<file path="config.mk">
export PLATFORM = sky130hd
export DESIGN_NAME = bitstream_loader
export DESIGN_NICKNAME = d
export VERILOG_FILES = /design/src/rtl/bitstream_loader.sv
export SDC_FILE = /design/constraint.sdc
export NUM_CORES = 1
export LEC_CHECK = 0
export CAP_MARGIN = 20
export CORE_MARGIN = 5
export CORE_UTILIZATION = 34
export DETAILED_ROUTE_END_ITERATION = 10
export SYNTH_ARGS = -nofsm -noshare
export SYNTH_HDL_FRONTEND = slang
export SYNTH_SLANG_ARGS = --single-unit
</file>
<file path="constraint.sdc">
create_clock -name config_clock -period 2.8 [get_ports config_clock]
set_clock_uncertainty 0.2 [all_clocks]
set_input_delay 0.42 -clock config_clock [delete_from_list [all_inputs] [get_ports config_clock]]
set_output_delay 0.42 -clock config_clock [all_outputs]
set_load 0.05 [all_outputs]
</file>
<file path="src/rtl/bitstream_loader.sv">
// bitstream_loader
// Takes configuration words from a host over a valid/ready handshake and
// shifts them MSB first into a daisy-chained tile configuration shift chain.
// One bit moves per clock while the word register holds bits. A new word can
// be accepted on the clock that shifts the last bit of the previous word, so
// back-to-back words stream with no gap. Any bits of a final word that lie
// beyond the end of the chain are dropped.
module bitstream_loader #(
   parameter int WORD_WIDTH   = 8,
   parameter int CHAIN_LENGTH = 1152,
   parameter int CNT_WIDTH    = 16
) (
   input  logic                  config_clock,
   input  logic                  config_nreset,
   input  logic                  start,
   input  logic                  abort,
   input  logic [WORD_WIDTH-1:0] word_data,
   input  logic                  word_valid,
   output logic                  word_ready,
   output logic                  config_out,
   output logic                  config_enable,
   output logic                  busy,
   output logic                  done,
   output logic [CNT_WIDTH-1:0]  bit_count
);

   // The occupancy counter must be able to hold the full word width.
   localparam int OCC_WIDTH = $clog2(WORD_WIDTH + 1);
   // One extra bit so that count + occupancy cannot wrap.
   localparam int CW1 = CNT_WIDTH + 1;
   localparam logic [CW1-1:0] CHAIN_LEN_W = CW1'(CHAIN_LENGTH);

   typedef enum logic [1:0] {
      ST_IDLE = 2'd0,
      ST_LOAD = 2'd1,
      ST_DONE = 2'd2
   } state_t;

   state_t                state_q, state_d;
   logic [WORD_WIDTH-1:0] word_q, word_d;
   logic [OCC_WIDTH-1:0]  occ_q, occ_d;
   logic [CNT_WIDTH-1:0]  cnt_q, cnt_d;
   logic                  busy_q, busy_d;
   logic                  done_q, done_d;

   logic                  in_load;
   logic                  shift_en;
   logic                  room_ok;
   logic                  ready_int;
   logic                  xfer;
   logic                  last_bit;
   logic [CW1-1:0]        committed_bits;

   assign in_load        = (state_q == ST_LOAD);
   assign shift_en       = in_load && (occ_q != '0);
   // Bits already shifted plus bits still waiting in the register.
   assign committed_bits = {1'b0, cnt_q} + CW1'(occ_q);
   assign room_ok        = (committed_bits < CHAIN_LEN_W);
   // Accept a word once at most one bit remains, so the new word lands right
   // behind the last bit of the current one, and only while the chain can
   // still take more bits.
   assign ready_int      = in_load && (occ_q <= OCC_WIDTH'(1)) && room_ok;
   assign xfer           = word_valid && ready_int;
   // The bit shifted this cycle is the final one of the chain.
   assign last_bit       = shift_en && (({1'b0, cnt_q} + CW1'(1)) == CHAIN_LEN_W);

   // Next-state, word register, occupancy and bit-count update.
   always_comb begin
      state_d = state_q;
      word_d  = word_q;
      occ_d   = occ_q;
      cnt_d   = cnt_q;
      case (state_q)
         ST_IDLE, ST_DONE: begin
            if (start) begin
               state_d = ST_LOAD;
               word_d  = '0;
               occ_d   = '0;
               cnt_d   = '0;
            end
         end
         ST_LOAD: begin
            if (abort) begin
               // Abort wins over any shift, transfer or completion this
               // cycle; the count keeps the value it had when abort came in.
               state_d = ST_IDLE;
               word_d  = '0;
               occ_d   = '0;
            end else begin
               if (shift_en) begin
                  word_d = word_q << 1;
                  occ_d  = occ_q - OCC_WIDTH'(1);
                  cnt_d  = cnt_q + CNT_WIDTH'(1);
               end
               // A word accepted together with the last bit of the previous
               // word replaces the register after that bit has been shifted.
               if (xfer) begin
                  word_d = word_data;
                  occ_d  = OCC_WIDTH'(WORD_WIDTH);
               end
               // Any bits that remain in the register are never shifted out.
               if (last_bit) begin
                  state_d = ST_DONE;
                  word_d  = '0;
                  occ_d   = '0;
               end
            end
         end
         default: begin
            state_d = ST_IDLE;
         end
      endcase
   end

   // Status flags follow the next state, so they change on the same edge as the state.
   always_comb begin
      busy_d = (state_d == ST_LOAD);
      done_d = (state_d == ST_DONE);
   end

   // State and datapath registers; reset clears them immediately.
   always_ff @(posedge config_clock or negedge config_nreset) begin
      if (!config_nreset) begin
         state_q <= ST_IDLE;
         word_q  <= '0;
         occ_q   <= '0;
         cnt_q   <= '0;
         busy_q  <= 1'b0;
         done_q  <= 1'b0;
      end else begin
         state_q <= state_d;
         word_q  <= word_d;
         occ_q   <= occ_d;
         cnt_q   <= cnt_d;
         busy_q  <= busy_d;
         done_q  <= done_d;
      end
   end

   // config_enable and config_out are driven from registers with no extra
   // flop, so the chain captures the current MSB on the same clock edge.
   assign config_enable = shift_en;
   assign config_out    = word_q[WORD_WIDTH-1];
   assign word_ready    = ready_int;
   assign busy          = busy_q;
   assign done          = done_q;
   assign bit_count     = cnt_q;

endmodule

</file>
==> implementation parameters <==
Parameter                              Value

Synth
  Flip-flop and latch count after synthesis    32
  Cell Area, Synth    2130 µm²
  Share of the synthesized area in the top cell type    37.7%
  Avg Synthesized Cell Area    8.54 µm²
  Main area contributors after synthesis    sky130_fd_sc_hd__dfrtp_1 38%, sky130_fd_sc_hd__o21ai_0 5.2%, sky130_fd_sc_hd__ha_1 4.7%
  Total nets after synthesis    270
  Syn. warnings    0
  Count leader, synth    sky130_fd_sc_hd__dfrtp_1
  Fraction of registers with async set/reset    100%
  Library cell with the largest summed area after synthesis    sky130_fd_sc_hd__dfrtp_1
  Gate count after technology mapping    249
  Ranking of synthesized cells by instance count    32 x sky130_fd_sc_hd__dfrtp_1, 26 x sky130_fd_sc_hd__nand2_1, 22 x sky130_fd_sc_hd__nor2_1, 22 x sky130_fd_sc_hd__o21ai_0
  Main flop type after synthesis    sky130_fd_sc_hd__dfrtp_1
  Number of distinct standard cells referenced by the synthesized netlist    52
  Count of flip-flops with a built-in enable after synthesis    0
  Fraction of the yosys area taken by sequential cells    37.7%

Finish
  Count of nets after finishing    324
  Count of inserted antenna diode cells    0
  Share of layout cells above drive strength 1    24.0%
  Filler cell count in the final layout    roughly 580
  Layout overhead on the synthesized area    37.8%
  FF+latch area    805 µm²
  Total area of multi-input combinational cells    1310 µm²

Pwr
  Total power after layout    1.76 mW
  Power density over cell area    601 nW/µm²
  Standby leakage power    1.22 nW
  Max VDD drop    0.000426 V

Clock tree
  TritonCTS clock tree    yes
  Clock Pin Slew Worst Setup and Hold Paths    about 0.070 ns
  TritonCTS buffer count    5
  Clk buf depth    2
  Clock Tree Root    sky130_fd_sc_hd__clkbuf_8
  Hold-fix buffers, CTS    0
  Level count of the clock H-tree    2
  Total clock sinks    32
  Clock Latency Late Sink    0.29 ns

Detailed routing
  Via count    between 2000 and 2500
  Routed wire per std cell    16.4 µm
  Average vias per placed instance    between 5 and 6
  Total Routed Length    just over 6 mm
  Number of antenna-violating nets in the routed design    0
  DRC violations left    0
  First DRT Iteration DRCs    138
  Pre-Repair DR Iteration Count    4

Worst setup path
  Number of buffer and inverter stages on the critical path    1
  CP delay by family, top    flip-flops
  Kind of end point of the critical path    output port
  Worst path cell trace    ha_4 > nand3_2 > a211oi_4 > nand3_2 > mux2_4 > and2_4 > buf_12
  Type of element launching the critical path    flop
  Worst Setup Path Type    flop to output port
  Maximum net fanout on the critical path    4
  Cell repeated most along the worst path    sky130_fd_sc_hd__nand3_2
  CP max stage cell    sky130_fd_sc_hd__dfrtp_1
  Worst path required time    2.18 ns
  Arrival time at the worst endpoint    2.20 ns
  Biggest cell delay along the critical path    0.43 ns

Place
  Total of buffers placed on input and output ports    33
  Detailed placement HPWL    ~4.4 mm
  Last weighted congestion value of the routability-driven placer    0.824

Floorplan
  Floorplan row count    28
  Die area    between 7000 and 8000 µm²
  Top-level I/O count    34
  Initial core utilization    35.5%
  Y dimension of the die    89.1 µm
  Chip width    89.1 µm
  Core Footprint    5990 µm²

GRT
  Maximum number of pins on one net before global-route repair    33
  Congestion Overflow GR    0
  First-pass GRT wire length    just over 10 mm
  Antenna violations before repair    0
  Via count of the first global-routing pass    about 2200
  Overall Global Routing Usage    16.9%

Timing
  Number of hold violations in the final report    0
  Final number of setup-violating endpoints    1
  Hold Slack    about 0.29 ns
  Max transition margin    66.3%
  Share of the clock period used by the worst path after layout    101%
  Final max-slew violation count    0
  Setup repair after global routing missed its margin    yes
  Slew at the pin with the worst max-slew slack    between 0.5 and 0.6 ns
  Final critical delay including setup and external delays    roughly 2.8 ns
  Smallest setup slack after layout    -0.0245 ns
  TNS Setup    -0.0245 ns
  Max Clock Freq    0.354 GHz

Status
  Violated checks    negative setup slack
  Status    complete, but fails checks

Job
  Reported max-cap violation count    0

Worst hold path
  Min-delay worst type    flop to flop
[power breakdown]
part	switching [mW]	internal, mW
logic	0.433	0.314
registers	0.0483	0.510
clock network	0.191	0.263
[repair_timing]
item | 4_1_cts | 5_1_grt
buffers inserted | 3 | 5
pin swaps | 5 | 5
cloned | 0 | 1
endpoints found under the setup margin | 1 | 12
gates resized for setup | 8 | 12
[cell usage in the layout (no fill, tap or decap), types with 3 or more instances in the layout]
| master | instances |
|---|---|
| sky130_fd_sc_hd__nor2b_1 | 3 |
| sky130_fd_sc_hd__nor3_1 | 7 |
| sky130_fd_sc_hd__a31oi_1 | 6 |
| sky130_fd_sc_hd__nand3b_1 | 3 |
| sky130_fd_sc_hd__nand4_1 | 6 |
| sky130_fd_sc_hd__o21ai_0 | 22 |
| sky130_fd_sc_hd__and2_1 | 3 |
| sky130_fd_sc_hd__clkdlybuf4s50_1 | 31 |
| sky130_fd_sc_hd__and3_1 | 6 |
| sky130_fd_sc_hd__nand3_1 | 4 |
| sky130_fd_sc_hd__clkbuf_8 | 5 |
| sky130_fd_sc_hd__inv_1 | 4 |
| sky130_fd_sc_hd__nand2_1 | 26 |
| sky130_fd_sc_hd__dfrtp_1 | 29 |
| sky130_fd_sc_hd__a21oi_1 | 8 |
| sky130_fd_sc_hd__nand3_2 | 3 |
| sky130_fd_sc_hd__dfrtp_2 | 3 |
| sky130_fd_sc_hd__o31ai_1 | 6 |
| sky130_fd_sc_hd__nand2b_1 | 3 |
| sky130_fd_sc_hd__a22oi_1 | 6 |
| sky130_fd_sc_hd__buf_4 | 33 |
| sky130_fd_sc_hd__nor2_1 | 22 |
| sky130_fd_sc_hd__nor3_2 | 3 |
| sky130_fd_sc_hd__o2bb2ai_1 | 7 |
| sky130_fd_sc_hd__ha_1 | 6 |
| sky130_fd_sc_hd__or3_1 | 3 |
[per-layer routing]
metal / vias to the layer above / routed length [µm] / GRT usage (%)
li1: 1023 / - / -
met1: 1025 / 2790 / 22.4
met2: 68 / 2950 / 27.3
met3: 15 / 343 / 3.50
met4: 0 / 134 / 6.09
met5: - / 0 / 0
[cell families after synthesis]
family,count (synthesis),share of synthesized area (%)
AND/OR/NAND/NOR,108,26.8
buffers and inverters,24,5.30
adder cells (fa/ha/maj),8,4.71
flip-flops,32,37.7
AO/OA/AOI/OAI,74,24.2
multiplexers,1,0.530
XOR/XNOR,2,0.824
[through the flow]
step                      worst slack [ns]  instance area [µm²]  utilization, %  std cells
after floorplan                    0.00984                 2130               -        249
after global placement               0.102                 2650            44.3        362
after detailed placement            0.0739                 2650            44.3        362
after CTS                          -0.0128                 2820            47.1        373
after global routing                -0.136                 2930            48.9        379
final                              -0.0245                 2930            48.9        379
[registers in the layout, indices dropped and copies added, names as in the netlist]
| register | flops |
|---|---|
| bit_count | 16 |
| busy | 1 |
| done | 1 |
| occ_q | 4 |
| state_q | 2 |
| word_q | 8 |
[area by class of cell]
cell class | instances | share of cell area (%)
clock buffer | 5 | 2.35
sequential | 32 | 27.5
tap | 75 | 3.20
timing repair buffer | 67 | 20.5
multi-input combinational | 193 | 44.5
inverter | 4 | 0.512
clock inverter | 3 | 1.45
[path summary, 6_finish.rpt]
check	start	to	slack, ns	depth (start not counted)
max	occ_q[1]$_DFFE_PN0P_	word_ready	-0.02	7
min	word_q[2]$_DFFE_PN0P_	word_q[2]$_DFFE_PN0P_	0.29	1
max reg2reg	bit_count[1]$_DFFE_PN0P_	occ_q[3]$_DFFE_PN0P_	0.10	11
min reg2reg	word_q[2]$_DFFE_PN0P_	word_q[2]$_DFFE_PN0P_	0.29	1
max in group asynchronous	config_nreset	bit_count[1]$_DFFE_PN0P_	1.74	2
min in group asynchronous	config_nreset	bit_count[7]$_DFFE_PN0P_	0.33	2
No activity file was read; power rests on OpenSTA's default activity.
